[src/rtl/sr_flag_arbiter_pkg.sv]
// sr_flag_arbiter_pkg: shared encodings for the SR flag arbiter.
//   op_e    : per-requester operation code carried on the op bus
//   state_e : sequencer states (IDLE -> SETUP -> STROBE -> RELEASE -> DONE)
package sr_flag_arbiter_pkg;

  typedef enum logic [1:0] {
    OP_READ = 2'b00,
    OP_SET  = 2'b01,
    OP_CLR  = 2'b10,
    OP_RSV  = 2'b11
  } op_e;

  typedef enum logic [2:0] {
    S_IDLE,
    S_SETUP,
    S_STROBE,
    S_RELEASE,
    S_DONE
  } state_e;

  // SET and CLEAR are the only ops that touch the bank.
  function automatic logic op_is_write(input op_e o);
    return (o == OP_SET) || (o == OP_CLR);
  endfunction

endpackage

[src/rtl/sr_flag_arbiter_rr.sv]
// rr_arbiter: combinational round-robin search.
//   req     in  N      pending requests
//   ptr     in  W      first requester to consider
//   en      in  1      search enable; gnt is all-zero when low
//   gnt     out N      one-hot winner (first req at or after ptr)
//   gnt_idx out W      index of the winner (0 when nothing granted)
// The caller registers the result.
module rr_arbiter #(
  parameter int N = 4,
  parameter int W = (N > 1) ? $clog2(N) : 1
) (
  input  logic [N-1:0] req,
  input  logic [W-1:0] ptr,
  input  logic         en,
  output logic [N-1:0] gnt,
  output logic [W-1:0] gnt_idx
);

  logic         found;
  logic [W-1:0] k;

  always_comb begin
    gnt     = '0;
    gnt_idx = '0;
    found   = 1'b0;
    k       = '0;
    for (int i = 0; i < N; i++) begin
      k = W'((int'(ptr) + i) % N);
      if (en && !found && req[k]) begin
        found   = 1'b1;
        gnt[k]  = 1'b1;
        gnt_idx = k;
      end
    end
  end

endmodule

[src/rtl/sr_flag_arbiter.sv]
// sr_flag_arbiter: round-robin arbiter + sequencer for a bank of gated SR latches.
//   clk, rst_n  clock, async active-low reset
//   req/op/idx  per-requester request, op (2b) and flag index (IDX_W b)
//   ack         one-cycle completion pulse to the granted requester (DONE only)
//   err, rd_q   valid with ack: op failed / Q of the addressed flag
//   busy        sequencer not idle
//   lat_s/r/c   registered S, R, C drives to the bank
//   lat_q       Q readback from the bank
// Write sequence: S/R set up with C low, C strobed STROBE_CYC cycles, C
// dropped while S/R still held, then S/R released as Q is checked.
module sr_flag_arbiter
  import sr_flag_arbiter_pkg::*;
#(
  parameter int NREQ       = 4,
  parameter int NFLAGS     = 8,
  parameter int STROBE_CYC = 2,
  parameter int IDX_W      = (NFLAGS > 1) ? $clog2(NFLAGS) : 1
) (
  input  logic                  clk,
  input  logic                  rst_n,
  input  logic [NREQ-1:0]       req,
  input  logic [2*NREQ-1:0]     op,
  input  logic [IDX_W*NREQ-1:0] idx,
  output logic [NREQ-1:0]       ack,
  output logic                  err,
  output logic                  rd_q,
  output logic                  busy,
  output logic [NFLAGS-1:0]     lat_s,
  output logic [NFLAGS-1:0]     lat_r,
  output logic [NFLAGS-1:0]     lat_c,
  input  logic [NFLAGS-1:0]     lat_q
);

  localparam int PTR_W = $clog2(NREQ);

  state_e             state_q;
  op_e                op_q;
  logic [IDX_W-1:0]   idx_q;
  logic [NREQ-1:0]    gnt_q;
  logic [PTR_W-1:0]   gidx_q, ptr_q, ptr_d;
  logic [3:0]         cnt_q;
  logic [NFLAGS-1:0]  lat_s_q, lat_r_q, lat_c_q;

  logic [NREQ-1:0]    arb_gnt;
  logic [PTR_W-1:0]   arb_idx;
  logic [1:0]         op_arr  [NREQ];
  logic [IDX_W-1:0]   idx_arr [NREQ];
  op_e                op_sel;
  logic [IDX_W-1:0]   idx_sel;
  logic               wr_sel, wr_q, done, q_sel;

  // One-hot flag select; an out-of-range index selects nothing.
  function automatic logic [NFLAGS-1:0] flag_oh(input logic [IDX_W-1:0] i);
    logic [NFLAGS-1:0] v;
    v = '0;
    for (int f = 0; f < NFLAGS; f++) if (int'(i) == f) v[f] = 1'b1;
    return v;
  endfunction

  function automatic logic idx_ok(input logic [IDX_W-1:0] i);
    return int'(i) < NFLAGS;
  endfunction

  for (genvar g = 0; g < NREQ; g++) begin : g_unpack
    assign op_arr[g]  = op[2*g +: 2];
    assign idx_arr[g] = idx[IDX_W*g +: IDX_W];
  end

  rr_arbiter #(.N(NREQ), .W(PTR_W)) u_arb (
    .req     (req),
    .ptr     (ptr_q),
    .en      (state_q == S_IDLE),
    .gnt     (arb_gnt),
    .gnt_idx (arb_idx)
  );

  assign op_sel  = op_e'(op_arr[arb_idx]);
  assign idx_sel = idx_arr[arb_idx];
  assign wr_sel  = op_is_write(op_sel) && idx_ok(idx_sel);
  assign wr_q    = op_is_write(op_q) && idx_ok(idx_q);
  assign ptr_d   = (int'(gidx_q) == NREQ - 1) ? '0 : gidx_q + PTR_W'(1);

  always_ff @(posedge clk or negedge rst_n) begin
    if (!rst_n) begin
      state_q <= S_IDLE;
      op_q    <= OP_READ;
      idx_q   <= '0;
      gnt_q   <= '0;
      gidx_q  <= '0;
      ptr_q   <= '0;
      cnt_q   <= '0;
      lat_s_q <= '0;
      lat_r_q <= '0;
      lat_c_q <= '0;
    end else begin
      unique case (state_q)
        S_IDLE: if (|req) begin
          gnt_q   <= arb_gnt;
          gidx_q  <= arb_idx;
          op_q    <= op_sel;
          idx_q   <= idx_sel;
          // S/R become visible in SETUP, one cycle ahead of C.
          if (wr_sel) begin
            lat_s_q <= (op_sel == OP_SET) ? flag_oh(idx_sel) : '0;
            lat_r_q <= (op_sel == OP_CLR) ? flag_oh(idx_sel) : '0;
          end
          state_q <= S_SETUP;
        end
        S_SETUP: if (wr_q) begin
          lat_c_q <= flag_oh(idx_q);
          cnt_q   <= 4'(STROBE_CYC - 1);
          state_q <= S_STROBE;
        end else begin
          state_q <= S_DONE;
        end
        S_STROBE: if (cnt_q == '0) begin
          lat_c_q <= '0;
          state_q <= S_RELEASE;
        end else begin
          cnt_q <= cnt_q - 4'd1;
        end
        // C is already low here; S/R drop one cycle later for hold margin.
        S_RELEASE: begin
          lat_s_q <= '0;
          lat_r_q <= '0;
          state_q <= S_DONE;
        end
        S_DONE: begin
          ptr_q   <= ptr_d;
          state_q <= S_IDLE;
        end
        default: state_q <= S_IDLE;
      endcase
    end
  end

  // Completion outputs decode the registered state; Q is sampled during DONE.
  assign done  = (state_q == S_DONE);
  assign q_sel = |(lat_q & flag_oh(idx_q));
  assign ack   = done ? gnt_q : '0;
  assign rd_q  = done & q_sel;
  assign err   = done & ((op_q == OP_RSV) || !idx_ok(idx_q) ||
                         (wr_q && (q_sel != (op_q == OP_SET))));
  assign busy  = (state_q != S_IDLE);
  assign lat_s = lat_s_q;
  assign lat_r = lat_r_q;
  assign lat_c = lat_c_q;

endmodule

[config.mk]
export PLATFORM = sky130hd
export DESIGN_NAME = sr_flag_arbiter
export DESIGN_NICKNAME = d
export VERILOG_FILES = /design/src/rtl/sr_flag_arbiter_pkg.sv /design/src/rtl/sr_flag_arbiter_rr.sv /design/src/rtl/sr_flag_arbiter.sv
export SDC_FILE = /design/constraint.sdc
export NUM_CORES = 1
export LEC_CHECK = 0
export CORE_AREA = 2 2 82 84
export CTS_BUF_LIST = sky130_fd_sc_hd__clkbuf_16
export CTS_CLUSTER_SIZE = 40
export DETAILED_ROUTE_END_ITERATION = 10
export DIE_AREA = 0 0 84 86
export GPL_ROUTABILITY_DRIVEN = 0
export PLACE_DENSITY = 0.81
export SYNTH_ARGS = -nofsm -noshare
export SYNTH_HDL_FRONTEND = slang
export SYNTH_SLANG_ARGS = --single-unit
[constraint.sdc]
create_clock -name clk -period 3.7 [get_ports clk]
set_clock_uncertainty 0.05 [all_clocks]
set_input_delay 0.74 -clock clk [delete_from_list [all_inputs] [get_ports clk]]
set_output_delay 0.74 -clock clk [all_outputs]
set_load 0.05 [all_outputs]
==> metrics.md <==
| Metric | Value |
|---|---|
| Status | `finished clean` |
| Worst skew pair latency | `0.28 ns` |
| CP endpoint kind | `register` |
| Critical R2R Capture | `lat_r[2]` |
| EDFF count, synth | `0` |
| Post-synth cell types | `61` |
| Placed Area | `3527 sq um` |
| Die Ht | `86 um` |
| Crit path launch type | `register` |
| Clk sinks | `44` |
| Initial Utilization | `43.65%` |
| Routed WL | `6916 um` |
| R2R setup slack | `0.28 ns` |
| Slowest stage cell, crit path | `or3_2` |
| Total CTS buffers | `5` |
| Total gr overflow | `0` |
| Power, Total | `3501 uW` |
| Largest net degree at the start of global routing | `45` |
| Hold_sp | `lat_s[2]` |
| Fmax | `0.2921 GHz` |
| DRC violations left | `0` |
| Flops & latches, synth | `44` |
| Hold Vio Cnt, Final | `0` |
| Worst-Margin Slew | `0.9456 ns` |
| Pwr/cell area | `940.1 nW/um^2` |
| Post-layout util | `59.32%` |
| CP Cell Sequence | `inv_1 > ha_1 > or3_2 > a21oi_4 > a211oi_4 > nor2_8 > mux2i_1 > mux2_2 > inv_1 > ha_1 > nor2_4 > and2_1 > a21bo_2 > o31ai_1` |
| Final cell count without fillers | `430` |
| CTS H-tree depth | `2` |
| Hpwl dp | `5078 um` |
| Die area | `7224 sq um` |
| Final setup fails | `0` |
| Max VDD drop | `0.0004602 V` |
| I/O pin total | `65` |
| CTS Hold Bufs | `0` |
| Nets | `395` |
| Reg2Reg Depth | `14` |
| Fin crit share | `92.53%` |
| Antenna Diode Count | `0` |
| CTS tree | `done` |
| Worst EP arrival | `3.57 ns` |
| Number of cells after detailed placement | `421` |
| XOR/XNOR share of the synthesized area | `0.6393%` |
| Net count after synthesis | `313` |
| Initial antenna violation count | `0` |
| Synthesized-area fraction occupied by adder cells | `4.110%` |
| Drt initial violations | `148` |
| Global-route wire length before repair | `11600 um` |
| Area grow syn2layout | `35.89%` |
| Die X | `84 um` |
| Core Footprint | `6277 sq um` |
| Unrepaired setup endpoints after global routing | `false` |
| Commonest non-fill, non-tap cell in the layout | `clkdlybuf4s50_1` |
| Max_slew headroom | `36.96%` |
| Async SR Flop Fraction | `100.0%` |
| Clock slew at reported path FFs | `0.07 ns` |
| Synth Warn # | `0` |
| IO buf count | `64` |
| Commonest non-fill, non-tap cells in the layout | `clkdlybuf4s50_1, dfrtp_1, nand2_1` |
| Crit Reg-Reg Startpoint | `ptr_q[0]` |
| Vias per cell | `5.630` |
| Number of global-route vias before repair | `2500` |
| WHS | `0.4289 ns` |
| Mapped Cells | `270` |
| Global Route Usage Sum | `19.37%` |
| Via count | `2421` |
| CTS Root Cell | `clkbuf_16` |
| Crit path max fanout | `6` |
| Compound-Gate Fraction of Synth Area | `20.18%` |
| Post-synth design cell area | `2740 sq um` |
| Ratio of cells with drive above 1 in the final layout | `18.13%` |
| Hold Crit Class | `register to register` |
| Post-synthesis sequential area ratio | `40.18%` |
| Num rows | `29` |
| Crit path kind | `register to register` |
| Final instance area | `3724 sq um` |
| MaxCap Viol Count | `0` |
| Final Max Tran Viols | `0` |
| Main combinational cell family by area after synthesis | `compound AO/OA/AOI/OAI gates` |
| Final min period | `3.424 ns` |
| Post-synth top flop | `dfrtp_1` |
| Worst stage delay on the critical path | `0.53 ns` |
| WL/cell | `16.08 um` |
| CP required | `3.84 ns` |
| Syn Area/Cell | `10.15 sq um` |
| DRT antenna net count | `0` |
| Mux cell area share after synthesis | `11.00%` |
| CP Capture Point | `lat_r[2]` |
| Max Root-Sink Buffers | `2` |
| DRT Pass-1 Iters | `5` |
| Leakage power | `0.001634 uW` |
| Crit. Startpoint | `ptr_q[0]` |
| Synth Area in Simple Gates | `17.58%` |
-- worst min-delay path by stage --
stage,endpoint,slack [ns],cells past startpoint
after detailed placement,lat_s[7],0.41,2
after CTS,lat_s[2],0.43,2
after global routing,gidx_q[1],0.46,1
after floorplan,cnt_q[0],0.39,0
after global placement,lat_s[2],0.41,2
final,lat_s[2],0.43,2
-- per-stage QoR --
stage	setup TNS, ns	setup WS, ns
2_1_floorplan	0	0.07627
6_report	0	0.2762
3_5_place_dp	-4.677	-0.3244
4_1_cts	0	0.05499
3_3_place_gp	-2.639	-0.1709
5_1_grt	0	0.1115
-- cell families (layout without fill, tap and decap cells) --
kind of cell,Yosys count,count (layout)
AND/OR/NAND/NOR,92,92
AO/OA/AOI/OAI,71,71
adder cells (fa/ha/maj),9,9
multiplexers,27,27
buffers and inverters,25,108
flip-flops,44,44
XOR/XNOR,2,2
-- cell usage after synthesis (2+ instances only) --
master,number,area share (%)
a21oi_1,5,0.91
a22o_1,6,1.9
a31oi_1,2,0.46
nor2b_1,3,0.69
and2_1,7,1.6
o211ai_1,2,0.55
mux2i_1,14,5.1
nor3_1,3,0.55
ha_1,9,4.1
a211o_2,2,0.73
o21ai_0,18,3.3
clkbuf_8,7,3.5
nand3_1,3,0.55
o41ai_1,8,2.6
nand2_1,38,5.2
or3_1,2,0.46
nor3b_1,3,0.82
and3_1,2,0.46
nand2b_1,3,0.69
mux2_2,11,4.5
inv_1,12,1.6
dfrtp_1,44,40
a222oi_1,4,1.5
nor2_1,14,1.9
nand3b_1,3,0.82
clkbuf_1,3,0.41
o31ai_1,8,2.2
-- worst max-delay path: cells and delay by family (launching register included) --
family          cells  cell delay, ns
simple gates        4            1.00
mux                 2            0.40
compound gates      4            0.71
flops               1            0.38
buf+inv             2            0.19
fa+ha+maj           2            0.59
-- repair_timing --
| action | 4_1_cts | 5_1_grt |
|---|---|---|
| setup endpoints to repair | 5 | 14 |
| buffers inserted | 0 | 1 |
| hold endpoints to repair | 0 | 0 |
| gates resized for setup | 2 | 7 |
| pin swaps | 0 | 1 |
-- per-layer routing --
metal  part of all wire (%)  global-route usage, %  vias to the layer above
met5                      0                      0                        -
li1                       -                      -                     1153
met1                     42                  24.40                     1201
met2                     54                  35.35                       55
met4                    1.6                  4.545                        0
met3                    2.6                  2.695                       12
-- registers in the layout, summed over array words and instances (netlist names) --
signal / cells
cnt_q: 4
gidx_q: 2
gnt_q: 4
idx_q: 3
lat_c: 8
lat_r: 8
lat_s: 8
op_q: 2
ptr_q: 2
state_q: 3
-- power breakdown --
part	switching [uW]	total (uW)	internal, uW
Combinational	1340	2220	880
Clock	188	443	255
Sequential	169	838	669
-- final cells by class --
type                       count  area, sq um
fill                         527         2554
multi-input combinational    201         1501
sequential                    44         1101
timing repair buffer          87        825.8
clock buffer                   5        125.1
tap                           77        96.34
inverter                      13        48.80
clock inverter                 3        25.02
No activity file was read; power rests on OpenSTA's default activity.
